--- src/rtl/bitstream_byte_feeder_if.sv ---
// Byte-feeder bus: upstream word handshake plus the decoder byte-request reply.
interface bitstream_byte_feeder_if #(
  parameter int unsigned FIFO_DEPTH = 4
);
  localparam int unsigned LEVEL_W = $clog2(4 * FIFO_DEPTH) + 1;

  logic [31:0]        in_word;
  logic               in_valid;
  logic               in_last;
  logic               in_ready;
  logic               flush;
  logic               request;
  logic [7:0]         data;
  logic               data_ready;
  logic [LEVEL_W-1:0] level;
  logic               eos;
  logic               underrun;

  modport master (
    output in_word, in_valid, in_last, flush, request,
    input  in_ready, data, data_ready, level, eos, underrun
  );

  modport slave (
    input  in_word, in_valid, in_last, flush, request,
    output in_ready, data, data_ready, level, eos, underrun
  );
endinterface

--- src/rtl/bitstream_byte_feeder.sv ---
// Word FIFO serving big-endian bytes to the decoder, one per request pulse.
// Optional FEEDER_ZERO_PAD_EN: requests past end-of-slice return 8'h00.
module bitstream_byte_feeder #(
  parameter int unsigned FIFO_DEPTH = 4
) (
  input  logic                    clk,
  input  logic                    reset,
  bitstream_byte_feeder_if.slave  bus
);
  localparam int unsigned AW = (FIFO_DEPTH > 1) ? $clog2(FIFO_DEPTH) : 1;
  localparam int unsigned CW = AW + 1;
  localparam int unsigned LW = $clog2(4 * FIFO_DEPTH) + 1;
  localparam logic [CW-1:0] DEPTH_C = CW'(FIFO_DEPTH);

  localparam logic [0:0] S_IDLE = 1'b0;
  localparam logic [0:0] S_WAIT = 1'b1;

  logic [31:0]           mem_q [FIFO_DEPTH];
  logic [FIFO_DEPTH-1:0] last_q;
  logic [AW-1:0]         wr_ptr_q, wr_ptr_d;
  logic [AW-1:0]         rd_ptr_q, rd_ptr_d;
  logic [CW-1:0]         count_q, count_d;
  logic [1:0]            byte_ptr_q, byte_ptr_d;
  logic [0:0]            state_q, state_d;
  logic [7:0]            data_q, data_d;
  logic                  data_ready_q, data_ready_d;
  logic                  eos_q, eos_d;
  logic                  underrun_q, underrun_d;

  logic                  in_ready;
  logic                  push;
  logic                  pop;
  logic                  serve;
  logic                  pad;
  logic [7:0]            head_byte;
  logic [31:0]           head_word;

  // Registered count only: a full FIFO refuses a push even while popping.
  assign in_ready = (count_q != DEPTH_C);

  assign head_word = mem_q[rd_ptr_q];

  always_comb begin
    head_byte = '0;
    case (byte_ptr_q)
      2'd0:    head_byte = head_word[31:24];
      2'd1:    head_byte = head_word[23:16];
      2'd2:    head_byte = head_word[15:8];
      default: head_byte = head_word[7:0];
    endcase
  end

  always_comb begin
    state_d      = state_q;
    byte_ptr_d   = byte_ptr_q;
    data_d       = data_q;
    data_ready_d = 1'b0;
    eos_d        = eos_q;
    underrun_d   = underrun_q;
    serve        = 1'b0;
    pad          = 1'b0;
    push         = 1'b0;

    if (bus.flush) begin
      state_d    = S_IDLE;
      byte_ptr_d = '0;
      data_d     = '0;
      eos_d      = 1'b0;
      underrun_d = 1'b0;
    end else begin
      push = bus.in_valid && in_ready;
      case (state_q)
        S_IDLE: begin
          if (bus.request) begin
            if (count_q != '0) begin
              serve = 1'b1;
            end else if (eos_q) begin
`ifdef FEEDER_ZERO_PAD_EN
              pad = 1'b1;
`else
              state_d = S_WAIT;
`endif
            end else begin
              state_d = S_WAIT;
            end
          end
        end
        default: begin
          if (count_q != '0) begin
            serve   = 1'b1;
            state_d = S_IDLE;
          end
          if (bus.request) begin
            underrun_d = 1'b1;
          end
        end
      endcase

      if (serve) begin
        data_d       = head_byte;
        data_ready_d = 1'b1;
        byte_ptr_d   = byte_ptr_q + 2'd1;
        if ((byte_ptr_q == 2'd3) && last_q[rd_ptr_q]) begin
          eos_d = 1'b1;
        end
      end else if (pad) begin
        data_d       = '0;
        data_ready_d = 1'b1;
      end
    end
  end

  assign pop = serve && (byte_ptr_q == 2'd3);

  always_comb begin
    wr_ptr_d = wr_ptr_q;
    rd_ptr_d = rd_ptr_q;
    count_d  = count_q;
    if (bus.flush) begin
      wr_ptr_d = '0;
      rd_ptr_d = '0;
      count_d  = '0;
    end else begin
      if (push) begin
        wr_ptr_d = wr_ptr_q + AW'(1);
      end
      if (pop) begin
        rd_ptr_d = rd_ptr_q + AW'(1);
      end
      case ({push, pop})
        2'b10:   count_d = count_q + CW'(1);
        2'b01:   count_d = count_q - CW'(1);
        default: count_d = count_q;
      endcase
    end
  end

  always_ff @(posedge clk or posedge reset) begin
    if (reset) begin
      wr_ptr_q     <= '0;
      rd_ptr_q     <= '0;
      count_q      <= '0;
      byte_ptr_q   <= '0;
      state_q      <= S_IDLE;
      data_q       <= '0;
      data_ready_q <= 1'b0;
      eos_q        <= 1'b0;
      underrun_q   <= 1'b0;
    end else begin
      wr_ptr_q     <= wr_ptr_d;
      rd_ptr_q     <= rd_ptr_d;
      count_q      <= count_d;
      byte_ptr_q   <= byte_ptr_d;
      state_q      <= state_d;
      data_q       <= data_d;
      data_ready_q <= data_ready_d;
      eos_q        <= eos_d;
      underrun_q   <= underrun_d;
    end
  end

  // Storage needs no reset: count_q alone decides which entries are live.
  always_ff @(posedge clk) begin
    if (push) begin
      mem_q[wr_ptr_q]  <= bus.in_word;
      last_q[wr_ptr_q] <= bus.in_last;
    end
  end

  assign bus.in_ready   = in_ready;
  assign bus.data       = data_q;
  assign bus.data_ready = data_ready_q;
  assign bus.level      = {count_q, 2'b00} - LW'(byte_ptr_q);
  assign bus.eos        = eos_q;
  assign bus.underrun   = underrun_q;
endmodule

--- src/flat_wrapper.sv ---
// flat-port wrapper written by rule: the top's interface ports become plain ports
module bitstream_byte_feeder_flat 
#(
  parameter int unsigned FIFO_DEPTH = 4
)
  (clk, reset, bus_in_word, bus_in_valid, bus_in_last, bus_flush, bus_request, bus_in_ready, bus_data, bus_data_ready, bus_level, bus_eos, bus_underrun);
  bitstream_byte_feeder_if #(.FIFO_DEPTH(FIFO_DEPTH)) bus_i ();
  input  logic clk;
  input  logic reset;
  input wire logic [$bits(bus_i.in_word)-1:0] bus_in_word;
  input wire logic [$bits(bus_i.in_valid)-1:0] bus_in_valid;
  input wire logic [$bits(bus_i.in_last)-1:0] bus_in_last;
  input wire logic [$bits(bus_i.flush)-1:0] bus_flush;
  input wire logic [$bits(bus_i.request)-1:0] bus_request;
  output wire logic [$bits(bus_i.in_ready)-1:0] bus_in_ready;
  output wire logic [$bits(bus_i.data)-1:0] bus_data;
  output wire logic [$bits(bus_i.data_ready)-1:0] bus_data_ready;
  output wire logic [$bits(bus_i.level)-1:0] bus_level;
  output wire logic [$bits(bus_i.eos)-1:0] bus_eos;
  output wire logic [$bits(bus_i.underrun)-1:0] bus_underrun;
  assign bus_i.in_word = bus_in_word;
  assign bus_i.in_valid = bus_in_valid;
  assign bus_i.in_last = bus_in_last;
  assign bus_i.flush = bus_flush;
  assign bus_i.request = bus_request;
  assign bus_in_ready = bus_i.in_ready;
  assign bus_data = bus_i.data;
  assign bus_data_ready = bus_i.data_ready;
  assign bus_level = bus_i.level;
  assign bus_eos = bus_i.eos;
  assign bus_underrun = bus_i.underrun;
  bitstream_byte_feeder #(.FIFO_DEPTH(FIFO_DEPTH)) u_core (.clk(clk), .reset(reset), .bus(bus_i));
endmodule
--- config.mk ---
export PLATFORM = sky130hd
export DESIGN_NAME = bitstream_byte_feeder_flat
export DESIGN_NICKNAME = d
export VERILOG_FILES = /design/src/rtl/bitstream_byte_feeder_if.sv /design/src/rtl/bitstream_byte_feeder.sv /design/src/flat_wrapper.sv
export SDC_FILE = /design/constraint.sdc
export NUM_CORES = 1
export LEC_CHECK = 0
export ABC_AREA = 1
export BUFFER_PORTS_ARGS = -buffer_cell sky130_fd_sc_hd__buf_4
export CAP_MARGIN = 20
export CORE_MARGIN = 3
export CORE_UTILIZATION = 40
export CTS_CLUSTER_DIAMETER = 60
export DETAILED_ROUTE_END_ITERATION = 7
export PLACE_DENSITY_LB_ADDON = 0.25
export RECOVER_POWER = 50
export SETUP_SLACK_MARGIN = 0.4
export SYNTH_ARGS = -nofsm -noshare
export SYNTH_HDL_FRONTEND = slang
export SYNTH_SLANG_ARGS = --single-unit
--- constraint.sdc ---
create_clock -name clk -period 2.5 [get_ports clk]
set_input_delay 0.375 -clock clk [delete_from_list [all_inputs] [get_ports clk]]
set_output_delay 0.375 -clock clk [all_outputs]
set_load 0.02 [all_outputs]
==> summary.md, run 1 <==
| Metric | Value |
|---|---|
| Cts bufs inserted | 17 |
| Power Density | 788.9 nW/µm² |
| TNS Setup | 0 ns |
| CP cell instances | nor2_1 > nand2_4 > nand3_2 > nor2_4 > fa_1 > xnor2_1 > inv_1 > nand2_1 > nand2_1 > nand2_1 > nand2_1 |
| GP Congestion | 0.8871 |
| Initial Util | 41.38% |
| Final nets | 734 |
| CP delay by family, top | simple AND/OR/NAND/NOR gates |
| Initial DRC count | 377 |
| Die Y | 135.1 µm |
| Hold WC Path Type | in2async |
| Sequential area share after synthesis | 67.32% |
| Vias in the first global route | 4307 |
| Final hold vios | 0 |
| Placed cell areas | 7317 µm² |
| Seq cells post-synth | 153 |
| Total gr overflow | 0 |
| Area contributors post-synth | edfxtp_1, nand2_1, dfrtp_1 |
| Max Fclk | 0.4891 GHz |
| Static leakage | 0.003304 µW |
| CTS Hold Bufs | 0 |
| Via count | 4311 |
| Detailed Place HPWL | 8848 µm |
| Slowest-stage cell, CP | dfrtp_1 |
| Max_cap viols | 0 |
| YS warnings | 0 |
| Largest net degree at the start of global routing | 77 |
| Final Max Tran Viols | 0 |
| Kind of end point of the critical path | flip-flop |
| Area Overhead vs Synth | 17.11% |
| Cell taking the most area after synthesis | edfxtp_1 |
| Period utilization | 81.79% |
| CP Launch Point | u_core.count_q[0] |
| DIE AREA | 18260 µm² |
| Clk pin slew, worst setup/hold paths | 0.06 ns |
| IO Pins | 55 |
| # port buffers | 54 |
| Crit path buf inv count | 1 |
| Root Buffer | clkbuf_16 |
| Cell Rows | 46 |
| Clk buf depth | 2 |
| Most frequent cells in the layout | nand2_1, edfxtp_1, inv_1 |
| Status | complete, no violations |
| CTS tree | built |
| Peak VDD IR | 0.4902 mV |
| Minimum clock period | 2.045 ns |
| Sink Count | 153 |
| Critical path type | reg2reg |
| Most used cell, CP | nand2_1 |
| Core Box Area | 16120 µm² |
| Reg-to-reg startpoint | u_core.count_q[0] |
| Worst EP required | 2.81 ns |
| Rel. slew slack | 46.65% |
| Post-synthesis net count | 676 |
| Post-layout util | 48.46% |
| Commonest non-fill, non-tap cell in the layout | nand2_1 |
| Final instance area | 7810 µm² |
| # H-tree levels | 4 |
| DRT Pass-1 Iters | 5 |
| Cells after Synth | 628 |
| Layout cell share with drive strength beyond 1 | 12.02% |
| Crit path DAT | 2.36 ns |
| Clock Latency Late Sink | 0.42 ns |
| Worst-margin pin slew | 0.7994 ns |
| Startpoint types | flip-flop |
| Post-synth cell types | 31 |
| Top cell type's share of synthesized area | 59.44% |
| R2R Setup Slk | 0.46 ns |
| Per-cell routed wire length | 15.36 µm |
| ANT cells | 0 |
| First-pass GRT wire length | 22200 µm |
| Initial antenna violation count | 0 |
| Worst-path fanout max | 7 |
| Mean Syn Cell Area | 10.62 µm² |
| Final setup skew | 0.006558 ns |
| Slowest cell delay on critical path | 0.47 ns |
| Power, Total | 6161 µW |
| Endpoints failing setup | 0 |
| Post-DR vias/cell | 4.711 |
| Antenna-violating nets left | 0 |
| Drt drc | 0 |
| Total track usage | 16.18% |
| RSZ-0062 raised after global routing | true |
| Die Width | 135.1 µm |
| Mapped Area | 6669 µm² |
| Worst R2R End | u_core.count_q[2] |
| Final WL | 14060 µm |
| Register-to-Register Path Depth | 11 |
-- final cells by class --
cell class                      count  area (µm²)
Fill cell                        1476        8305
Sequential cell                   153        4491
Multi-Input combinational cell    370        1729
Clock buffer                       18       429.2
Timing Repair Buffer               66       414.1
Inverter                           78       296.5
Tap cell                          216       270.3
Clock inverter                     14       180.2
-- metrics by stage --
step                worst slack, ns  hold WS [ns]  cells
detailed placement           0.5424        0.5106    882
global placement             0.5808        0.4946    882
finish                       0.4553        0.1109    915
global route                 0.2582        0.1640    915
CTS                          0.4256        0.1340    915
floorplan                    0.3275        0.3515    628
-- sequential cells by signal, indices dropped and copies added (netlist names) --
register	flops
u_core.bus.underrun	1
u_core.last_q	4
u_core.bus.data	8
u_core.byte_ptr_q	2
u_core.state_q	1
u_core.mem_q	128
u_core.wr_ptr_q	2
u_core.rd_ptr_q	2
u_core.bus.data_ready	1
u_core.bus.eos	1
u_core.count_q	3
-- worst reg2reg max path, delay by kind of cell, from the launching register on --
kind | cells | cell delay (ns)
adders and majority gates | 1 | 0.38
and+or+nand+nor | 8 | 0.82
buffers and inverters | 1 | 0.07
xor gates and xnor gates | 1 | 0.21
DFF | 1 | 0.47
-- report_power, final --
part | total (µW) | internal (µW) | switching [µW]
combinational | 611 | 216 | 395
sequential | 2950 | 2890 | 57.9
clock | 2600 | 1650 | 949
total | 6160 | 4760 | 1400
-- synthesized netlist by cell type (all sizes together) --
cell,n
nand2,226
edfxtp,132
inv,77
nand3,67
nor2,29
buf,25
dfrtp,21
o21ai,18
a21oi,13
ha,9
clkbuf,2
nor3,2
xnor2,2
xor2,2
clkinv,1
fa,1
o22ai,1
-- per-layer routing --
metal / up-vias / global-route usage, % / wire length (µm)
met5: - / 0 / 0
met4: 0 / 7.167 / 266
met3: 24 / 3.987 / 687
met2: 114 / 26.74 / 6891
met1: 2021 / 20.24 / 6210
li1: 2152 / - / -
-- timing repair --
action,4_1_cts,5_1_grt
setup buffers,1,0
pin swaps,0,0
setup endpoints to repair,2,3
gates resized for setup,2,2
-- logic make-up (layout without fill, tap and decap cells) --
kind of cell	after synthesis	count (layout)	synth area share (%)
xor gates and xnor gates	4	4	0.5254
adders and majority gates	10	10	1.989
DFF	153	153	67.32
AOI/OAI and AO/OA	32	32	2.477
buffers and inverters	105	176	7.017
and+or+nand+nor	324	324	20.68
-- worst max-delay path by stage --
stage / to / slack [ns] / depth (start not counted)
after CTS: bus_level[4] / 0.43 / 5
after global placement: u_core.count_q[2] / 0.58 / 12
after detailed placement: u_core.count_q[2] / 0.54 / 12
after global routing: u_core.count_q[2] / 0.26 / 12
final: u_core.count_q[2] / 0.46 / 11
after floorplan: u_core.last_q[0] / 0.33 / 4
Note: power is estimated with default switching activity, not from simulation.
==> run 2, diff against run 1 <==
Settings changed: ABC_AREA 1 to 0.
Clock period 2.5 ns to 1.76 ns, I/O delays scaled along.
==> run 2 against run 1 <==
Compared with the run above: the flow now finishes with violations (negative setup slack); routed wire length decreased by 0.85%; via count decreased by 16%; synthesized cell count decreased by 41%; first-iteration DRC count decreased by 54%; maximum frequency increased by 2.1%; clock power increased by 30%; sequential power increased by 40%.
==> summary.md, run 2 <==
| Metric | Value |
|---|---|
| Status | finished, violations left |
| Failing checks | negative setup slack |
| # H-tree levels | 4 |
| Final hold vios | 0 |
| GP Congestion | 0.7937 |
| Post-layout util | 59.04% |
| DRT Pass-1 Iters | 4 |
| CTS tree | built |
| Power Density | 973.0 nW/µm² |
| Core Box Area | 14810 µm² |
| Initial Util | 41.78% |
| Worst-margin pin slew | 0.5496 ns |
| Commonest non-fill, non-tap cell in the layout | edfxtp_1 |
| Final setup skew | 0.009479 ns |
| Via count | 3617 |
| Rel. slew slack | 63.36% |
| Cell Rows | 44 |
| Peak VDD IR | 0.7047 mV |
| Worst EP required | 1.94 ns |
| Max FFs per register | 128 |
| Root Buffer | clkbuf_16 |
| Hold WC Path Type | in2reg |
| Crit path buf inv count | 4 |
| Clock Power Share | 39.7% |
| Seq cells post-synth | 153 |
| Final WL | 13940 µm |
| Most used cell, CP | buf_4 |
| Clk pin slew, worst setup/hold paths | 0.06 ns |
| Per-cell routed wire length | 19.68 µm |
| Critical path type | reg2reg |
| Power, Total | 8507 µW |
| Slowest-stage cell, CP | or3b_4 |
| Sw Pwr | 1890 µW |
| Most frequent cells in the layout | edfxtp_1, buf_4, mux2i_1 |
| Endpoints failing setup | 132 |
| Vias in the first global route | 3887 |
| Total gr overflow | 0 |
| Largest net degree at the start of global routing | 34 |
| Cts bufs inserted | 17 |
| Clock Latency Late Sink | 0.42 ns |
| Worst-path fanout max | 5 |
| Max_cap viols | 0 |
| Power Internal | 6617 µW |
| Cells after Synth | 371 |
| Detailed Place HPWL | 8222 µm |
| Biggest register | u_core.mem_q |
| Static leakage | 0.003091 µW |
| EDFF count, synth | 132 |
| Post-synth cell types | 39 |
| Commonest cells post-synth | edfxtp_1, mux2i_1, o21ai_0 |
| Cell taking the most area after synthesis | edfxtp_1 |
| Die Width | 130.4 µm |
| Antenna-violating nets left | 0 |
| Mapped Area | 6187 µm² |
| Post-DR vias/cell | 5.109 |
| Final instance area | 8743 µm² |
| Sequential area share after synthesis | 72.56% |
| Pre-CTS WS | -0.2334 ns |
| Die Y | 130.4 µm |
| Final nets | 560 |
| Mean Syn Cell Area | 16.68 µm² |
| YS warnings | 0 |
| Area contributors post-synth | edfxtp_1, dfrtp_1, mux2i_1 |
| Initial DRC count | 174 |
| Total track usage | 17.33% |
| RSZ-0062 raised after global routing | true |
| Top_reg_cell synth | edfxtp_1 |
| Kind of end point of the critical path | flip-flop |
| Final Max Tran Viols | 0 |
| Minimum clock period | 2.002 ns |
| First-pass GRT wire length | 21380 µm |
| Drt drc | 0 |
| Comb pwr share | 11.9% |
| Area Overhead vs Synth | 41.31% |
| Slowest cell delay on critical path | 0.41 ns |
| CP delay by family, top | simple AND/OR/NAND/NOR gates |
| DIE AREA | 17000 µm² |
| Clk buf depth | 2 |
| ANT cells | 0 |
| Post-synth ARST share | 13.73% |
| Worst setup margin | -0.2421 ns |
| Switch share | 22.22% |
| IO Pins | 55 |
| Post-synthesis net count | 419 |
| Reg power frac | 48.4% |
| Top-count cell post-synth | edfxtp_1 |
| Crit path DAT | 2.19 ns |
| Sink Count | 153 |
| Top cell type's share of synthesized area | 64.06% |
| Layout cell share with drive strength beyond 1 | 44.47% |
| Initial antenna violation count | 0 |
| Placed cell areas | 7303 µm² |
| Startpoint types | flip-flop |
| Period utilization | 113.8% |
| Fill cells | 1095 |
| Worst hold slack | 0.05650 ns |
| CP cell instances | or3b_4 > buf_4 > buf_6 > nand2_4 > nor2_4 > buf_4 > and2_4 > bufbuf_16 |
| # port buffers | 54 |
| Max Fclk | 0.4995 GHz |
-- run 2: changes by cell type in the layout (fill, tap and decap cells not counted), sizes merged, moves of 10 or more --
| cell | change |
|---|---|
| nor2 | -21 |
| nand3 | -66 |
| mux2i | +51 |
| nor2b | +10 |
| o22ai | +15 |
| buf | +83 |
| inv | -68 |
| nand2 | -211 |
-- run 2: cell type report --
type	instances	area, µm²	share of cell area, %
inverter	9	36.28	0.4150
clock inverter	11	106.4	1.216
sequential	153	4491	51.36
timing repair buffer	140	1376	15.74
tap	184	230.2	2.633
multi-input combinational	191	2067	23.64
clock buffer	20	436.7	4.994
-- run 2: final timing paths --
path	start	end	slack (ns)	cells after the start
max in group asynchronous	reset	u_core.rd_ptr_q[1]	1.07	4
worst min-delay path	bus_in_word[3]	u_core.mem_q[0][3]	0.06	1
worst max register to register	u_core.count_q[0]	u_core.mem_q[3][25]	-0.24	8
min in group asynchronous	reset	u_core.bus.data[4]	0.44	4
worst max-delay path	u_core.count_q[0]	u_core.mem_q[3][25]	-0.24	8
worst min register to register	u_core.bus.data[1]	u_core.bus.data[1]	0.49	2
-- run 2: what timing repair did --
action | CTS | global route
gates cloned | 4 | 0
resized for setup | 106 | 50
endpoints found under the hold margin | 21 | 0
pin swaps | 35 | 25
buffers inserted | 22 | 4
hold buffers | 1 | 0
setup endpoints to repair | 157 | 156
-- run 2: routing by layer --
layer	global-route usage (%)	wire (µm)
met4	6.655	311
met2	29.63	7280
met5	0	0
met1	21.63	5862
met3	3.902	481
-- run 2: through the flow --
step                setup TNS, ns  std cells
global placement           -14.62        646
global route               -28.56        708
floorplan                 -0.9509        371
finish                     -21.22        708
detailed placement         -22.76        646
CTS                        -22.14        704
-- run 2: cell families after synthesis --
| logic type | Yosys count | synth area share (%) |
|---|---|---|
| flip-flops | 153 | 72.56 |
| XOR/XNOR | 5 | 0.7079 |
| AO/OA/AOI/OAI | 50 | 4.955 |
| multiplexers | 62 | 11.95 |
| AND/OR/NAND/NOR | 63 | 5.501 |
| buffers and inverters | 28 | 2.184 |
| adder cells (fa/ha/maj) | 10 | 2.144 |
-- run 2: power groups by stage --
stage	clock [µW]	sequential, µW	combinational [µW]
detailed placement	0	4190	768
global route	3580	4130	1080
CTS	3430	4120	955
global placement	0	4180	758
floorplan	0	4210	310
finish	3380	4120	1010
